<file path="src/rtl/updown_mod_counter_if.sv">
// Control/status bundle between a counter client and updown_mod_counter.
// Latency: none; wires only.
// Backpressure: none; the client drives controls every cycle.
interface updown_mod_counter_if #(
   parameter int WIDTH = 4
);
   logic             en;
   logic             up_dn;
   logic             load;
   logic [WIDTH-1:0] load_val;
   logic [WIDTH-1:0] count;
   logic             tc;
   logic             wrap;

   // Client side: drives controls, observes the counter state.
   modport master (
      output en, up_dn, load, load_val,
      input  count, tc, wrap
   );

   // Counter side.
   modport slave (
      input  en, up_dn, load, load_val,
      output count, tc, wrap
   );
endinterface

</file>
<file path="src/rtl/updown_mod_counter.sv">
// Up/down modulo-MODULUS counter with clamped parallel load, tc and wrap flags.
// Latency: count and wrap registered (1 cycle); tc combinational from current inputs.
// Backpressure: none; en=0 holds. Macro COUNTER_SATURATE_EN: stick at range ends instead of wrapping.
module updown_mod_counter #(
   parameter int WIDTH   = 4,
   parameter int MODULUS = 16
) (
   input logic                 clk,
   input logic                 reset,
   updown_mod_counter_if.slave bus
);
   // Widened modulus so MODULUS = 2**WIDTH still compares correctly.
   localparam logic [WIDTH:0]   MOD_EXT = (WIDTH+1)'(MODULUS);
   localparam logic [WIDTH-1:0] TOP     = WIDTH'(MODULUS - 1);
   localparam logic [WIDTH-1:0] ONE     = WIDTH'(1);

   logic [WIDTH-1:0] count_q;
   logic [WIDTH-1:0] count_nxt;
   logic             wrap_q;
   logic             wrap_nxt;
   logic             at_term;

   // Terminal value depends on direction: top of range going up, zero going down.
   always_comb begin
      at_term = bus.up_dn ? (count_q == TOP) : (count_q == '0);
   end

   // Next state: load beats enable beats hold; loads never flag a wrap.
   always_comb begin
      count_nxt = count_q;
      wrap_nxt  = 1'b0;
      if (bus.load) begin
         if ({1'b0, bus.load_val} >= MOD_EXT) begin
            count_nxt = TOP;
         end else begin
            count_nxt = bus.load_val;
         end
      end else if (bus.en) begin
         if (at_term) begin
`ifdef COUNTER_SATURATE_EN
            count_nxt = count_q;
`else
            count_nxt = bus.up_dn ? '0 : TOP;
            wrap_nxt  = 1'b1;
`endif
         end else begin
            count_nxt = bus.up_dn ? (count_q + ONE) : (count_q - ONE);
         end
      end
   end

   // State register; reset clears count and any pending wrap pulse.
   always_ff @(posedge clk or negedge reset) begin
      if (!reset) begin
         count_q <= '0;
         wrap_q  <= 1'b0;
      end else begin
         count_q <= count_nxt;
         wrap_q  <= wrap_nxt;
      end
   end

   // tc is masked during reset so a forced zero count cannot look terminal.
   assign bus.tc    = reset & bus.en & ~bus.load & at_term;
   assign bus.count = count_q;
   assign bus.wrap  = wrap_q;
endmodule

</file>
<file path="src/flat_wrapper.sv">
// flat-port wrapper written by rule: the top's interface ports become plain ports
module updown_mod_counter_flat 
#(
   parameter int WIDTH   = 4,
   parameter int MODULUS = 16
)
  (clk, reset, bus_en, bus_up_dn, bus_load, bus_load_val, bus_count, bus_tc, bus_wrap);
  updown_mod_counter_if #(.WIDTH(WIDTH)) bus_i ();
  input logic clk;
  input logic reset;
  input wire logic [$bits(bus_i.en)-1:0] bus_en;
  input wire logic [$bits(bus_i.up_dn)-1:0] bus_up_dn;
  input wire logic [$bits(bus_i.load)-1:0] bus_load;
  input wire logic [$bits(bus_i.load_val)-1:0] bus_load_val;
  output wire logic [$bits(bus_i.count)-1:0] bus_count;
  output wire logic [$bits(bus_i.tc)-1:0] bus_tc;
  output wire logic [$bits(bus_i.wrap)-1:0] bus_wrap;
  assign bus_i.en = bus_en;
  assign bus_i.up_dn = bus_up_dn;
  assign bus_i.load = bus_load;
  assign bus_i.load_val = bus_load_val;
  assign bus_count = bus_i.count;
  assign bus_tc = bus_i.tc;
  assign bus_wrap = bus_i.wrap;
  updown_mod_counter #(.WIDTH(WIDTH), .MODULUS(MODULUS)) u_core (.clk(clk), .reset(reset), .bus(bus_i));
endmodule
</file>
<file path="config.mk">
export PLATFORM = sky130hd
export DESIGN_NAME = updown_mod_counter_flat
export DESIGN_NICKNAME = d
export VERILOG_FILES = /design/src/rtl/updown_mod_counter_if.sv /design/src/rtl/updown_mod_counter.sv /design/src/flat_wrapper.sv
export SDC_FILE = /design/constraint.sdc
export NUM_CORES = 1
export LEC_CHECK = 0
export CAP_MARGIN = 30
export CELL_PAD_IN_SITES_DETAIL_PLACEMENT = 1
export CELL_PAD_IN_SITES_GLOBAL_PLACEMENT = 2
export CORE_UTILIZATION = 24
export CTS_CLUSTER_SIZE = 10
export DETAILED_ROUTE_END_ITERATION = 16
export GPL_TIMING_DRIVEN = 1
export MAX_ROUTING_LAYER = met4
export PLACE_DENSITY = 0.82
export REMOVE_ABC_BUFFERS = 1
export SYNTH_ARGS = -nofsm -noshare
export SYNTH_HDL_FRONTEND = slang
export SYNTH_SLANG_ARGS = --single-unit
</file>
<file path="constraint.sdc">
create_clock -name clk -period 2.84 [get_ports clk]
set_input_delay 0.568 -clock clk [delete_from_list [all_inputs] [get_ports clk]]
set_output_delay 0.568 -clock clk [all_outputs]
set_load 0.05 [all_outputs]
</file>
After elaboration in Yosys (flattened, before gate mapping)
Index checks and enable logic that the tools add are counted.
W data, S select, Z words.
{"block": "word_totals", "regBits": 5, "in_bits": 9, "word_cells": 20}
{"block": "op_classes", "addsub": 2, "n_eq_ne": 1, "muxes": 9, "n_bitwise": 4, "n_reduce_logical": 2}
{"operator": "$mux W4", "count": 5}
{"operator": "$add A4 B1 Y4 const B", "count": 1}
{"operator": "$eq A4 B4 Y1 const B", "count": 1}
{"operator": "$logic_not A4 Y1", "count": 1}
{"operator": "$mux W1", "count": 4}
{"operator": "$sub A4 B1 Y4 const B", "count": 1}
{"operator": "$and A1 B1 Y1", "count": 3}
{"operator": "$reduce_bool A2 Y1", "count": 1}
{"operator": "$not A1 Y1", "count": 1}

Logic depth before layout (Yosys ltp)
{"block": "logic_depth", "word_depth": 5, "depth_mapped": 6, "depth_no_buf": 6}

Worst setup path before layout
Ideal clock, no wire load.
{"block": "synth_timing", "path_kind": "register -> output", "start": "reg u_core.count_q[0], in the netlist u_core.bus.count[0]", "end": "out bus_tc", "t_arrival_ps": 1693, "path_slack_ps": 579, "stages_incl_launch_ff": 5, "n_path_buf": 0, "cell_sequence": "dfrtp_1 > and3_1 > nand3_2 > a21oi_2 > and2_1"}
{"block": "synth_between", "elab_chain_cells": 3, "word_cells_on_any_way": 4}
{"element": "start, declared", "line": "updown_mod_counter.sv:17", "source": "logic [WIDTH-1:0] count_q;"}
{"element": "start signal, assigned", "line": "updown_mod_counter.sv:58", "source": "count_q <= count_nxt;"}
{"element": "$eq A4 B4 Y1 / $logic_not A4 Y1 (equally long branches)", "line": "updown_mod_counter.sv:25", "source": "at_term = bus.up_dn ? (count_q == TOP) : (count_q == '0);"}
{"element": "$mux W1 (*)", "line": "updown_mod_counter.sv:25"}
{"element": "$and A1 B1 Y1 (*)", "line": "updown_mod_counter.sv:64", "source": "assign bus.tc = reset & bus.en & ~bus.load & at_term;"}
{"element": "end, declared", "line": "flat_wrapper.sv:16", "source": "output wire logic [$bits(bus_i.tc)-1:0] bus_tc;"}
Every way passes the cells marked *; elsewhere a longest branch is shown, timed or not.

Final worst setup path
{"block": "layout_timing", "start": "in bus_up_dn", "end": "out bus_tc"}
{"block": "layout_between", "elab_chain_cells": 2}
{"element": "start, declared", "line": "flat_wrapper.sv:12", "source": "input wire logic [$bits(bus_i.up_dn)-1:0] bus_up_dn;"}
{"element": "$mux W1", "line": "updown_mod_counter.sv:25"}
{"element": "$and A1 B1 Y1", "line": "updown_mod_counter.sv:64"}
No other way between the ends.

==> impl_metrics.ini <==
[final_layout]
drive_gt1_share_pct = 15.8
mostFrequentLayoutCell = clkdlybuf4s50_1
antenna_cells = 0
nFillCells = 168
nets = 70
final_area_um2 = 558
fin_util_pct = 40.8
final_cell_mix = clkdlybuf4s50_1 (13), nand2_1 (5), dfrtp_1 (5), nor2_1 (4)
syn2layout_area_growth_pct = 52.2

[place]
port_buffers = 14
place_hpwl_um = 719
gp_congestion = 0.700
placed_area_um2 = 532
pre_cts_ws_ns = 0.328

[critical_path]
critPathTopFamily = buffers and inverters
crit_buf_inv = 2
cpPeakStageDelay_ns = 0.56
crit_chain = clkdlybuf4s50_1 -> and3_1 -> nand3_2 -> a21oi_2 -> and2_1 -> buf_12
r2r_start = u_core.bus.count[2]
r2r_slack_ns = 1.31
crit_fanout = 4
cp_slowest_cell = clkdlybuf4s50_1
cp-end-kind = primary output
required_ns = 2.27
path_class = input port to primary output
r2r-end = u_core.bus.count[3]
crit_arrival_ns = 1.94
r2r.worst_path.cells = 5
startpoint_type = input port

[global_route]
grt_pass1_vias = 315
grt_pass1_wl_mm = 1.36
grt_max_degree = 10
grt_overflow_total = 0
antenna_found_initial = 0
track_usage_pct = 14.1

[timing]
slew_headroom_pct = 66.4
fin_ws_ns = 0.330
final_max_slew_viol_count = 0
rsz0062_at_grt = false
hold_viol = 0
setup_viol = 0
fmax_ghz = 0.398
clock_skew_ns = 0.00143
finalCritPeriodShare_pct = 88.4
setup-tns-final_ns = 0
min_period_ns = 2.51
tightest_slew_ns = 0.502

[clock_network]
clock_latency_ns = 0.25
cts_max_level = 1
holdBufCountCts = 0
cts.sinks = 5
cts_tree = done
cts_buffers = 3
cts-resized-gates = 0
cts_setup_buffers = 0
cts_root_buf = clkbuf_4
clk_pin_slew_ns = 0.05
cts_buffer_depth = 2

[run_status]
status = finished clean

[die]
io_pins = 15
die_w_um = 41.1
fp.dieH_um = 41.1
die_area_um2 = 1690
core_um2 = 1370
start_util_pct = 26.8
rows = 13

[pwr]
leakage_uw = 0.000233
power_density_nw_per_um2 = 522
max-vdd-ir-drop_mv = 0.225

[synthesis]
yosysUniqueCellTypes = 23
syn_avg_cell_area_um2 = 9.17
ys_seq_elements = 5
synth_area_um2 = 367
synth-simple-area-share_pct = 22.5
synth_mux_area_share_pct = 0
synth-xor-area-share_pct = 7.17
ys_seq_area_share_pct = 34.1
syn_inst = 40
synthAdderAreaFrac_pct = 12.3
synth_top_family_by_area = simple AND/OR/NAND/NOR gates
synth_compound_area_share_pct = 21.8
yosys_warnings = 0

[drt]
drc = 0
wl_um = 883
first_iter_violations = 3
wl_per_cell_um = 12.3
vias = 356
dr.pass1.iters = 2
ant_nets = 0
vias_per_cell = 4.94

[hold_path]
hp-class = input port to async pin

[flow_run]
cap_violations = 0
metal layers:
layer / GRT usage [%] / share of wire [%] / vias to the layer above
li1: - / - / 180
met1: 14.4 / 50 / 162
met2: 19.9 / 41 / 10
met3: 3.26 / 3.1 / 4
met4: 17.5 / 5.8 / 0
met5: - / 0 / -
cells by family after synthesis:
kind of cell / count (synthesis)
compound gates: 11
fa+ha+maj: 3
buf+inv: 2
xor+xnor: 3
simple gates: 16
flops: 5
power by group:
group | switching, uW | internal, uW
Sequential | 15.2 | 79.4
Combinational | 63.1 | 47.9
Clock | 32.3 | 53.3
Total | 111 | 181
flip-flops by register name, summed over array words and instances, names as in the netlist:
signal / flops
u_core.bus.wrap: 1
u_core.bus.count: 4
cells in the mapped netlist:
library cell	count	share of area, %
a21bo_2	1	2.7
a21oi_1	3	4.1
inv_1	1	1.0
nor3_2	1	2.7
nor2_1	4	4.1
xor2_1	2	4.8
o21ai_0	1	1.4
nand2_1	5	5.1
a31oi_1	1	1.7
ha_1	2	6.8
a21o_1	1	2.0
nand3_1	2	2.7
xnor2_1	1	2.4
clkbuf_1	1	1.0
a21oi_2	1	2.4
nand3_2	1	2.7
dfrtp_1	5	34
o31ai_1	2	4.1
fa_1	1	5.5
nand2b_1	1	1.7
and2_1	1	1.7
o31ai_2	1	3.4
and3_1	1	1.7
worst max path at each step:
stage	depth (start not counted)	slack, ns	startpoint	to
after floorplan	4	0.58	u_core.bus.count[0]	bus_tc
after global placement	6	0.33	bus_up_dn	bus_tc
after detailed placement	6	0.33	bus_up_dn	bus_tc
after CTS	6	0.32	bus_up_dn	bus_tc
after global routing	6	0.26	bus_up_dn	bus_tc
final	6	0.33	bus_up_dn	bus_tc
area by class of cell:
type / instances / area, um^2 / area share [%]
repair buffers: 14 / 150 / 26.9
inverters: 1 / 3.75 / 0.673
well taps: 15 / 18.8 / 3.36
flip-flops and latches: 5 / 125 / 22.4
clock buffers: 4 / 26.3 / 4.71
multi-input cells: 33 / 234 / 41.9
worst reg2reg max path, delay by kind of cell (launching register included):
kind / cells / cell delay, ns
fa+ha+maj: 1 / 0.37
compound gates: 3 / 0.50
flops: 1 / 0.44
simple gates: 1 / 0.11
metrics by stage:
stage	power, uW	hold WS [ns]	cells
5_1_grt	311	0.578	72
3_5_place_dp	208	0.669	68
6_report	291	0.562	72
2_1_floorplan	164	0.272	39
4_1_cts	297	0.566	72
3_3_place_gp	207	0.665	68
No activity file was read; power rests on OpenSTA's default activity.
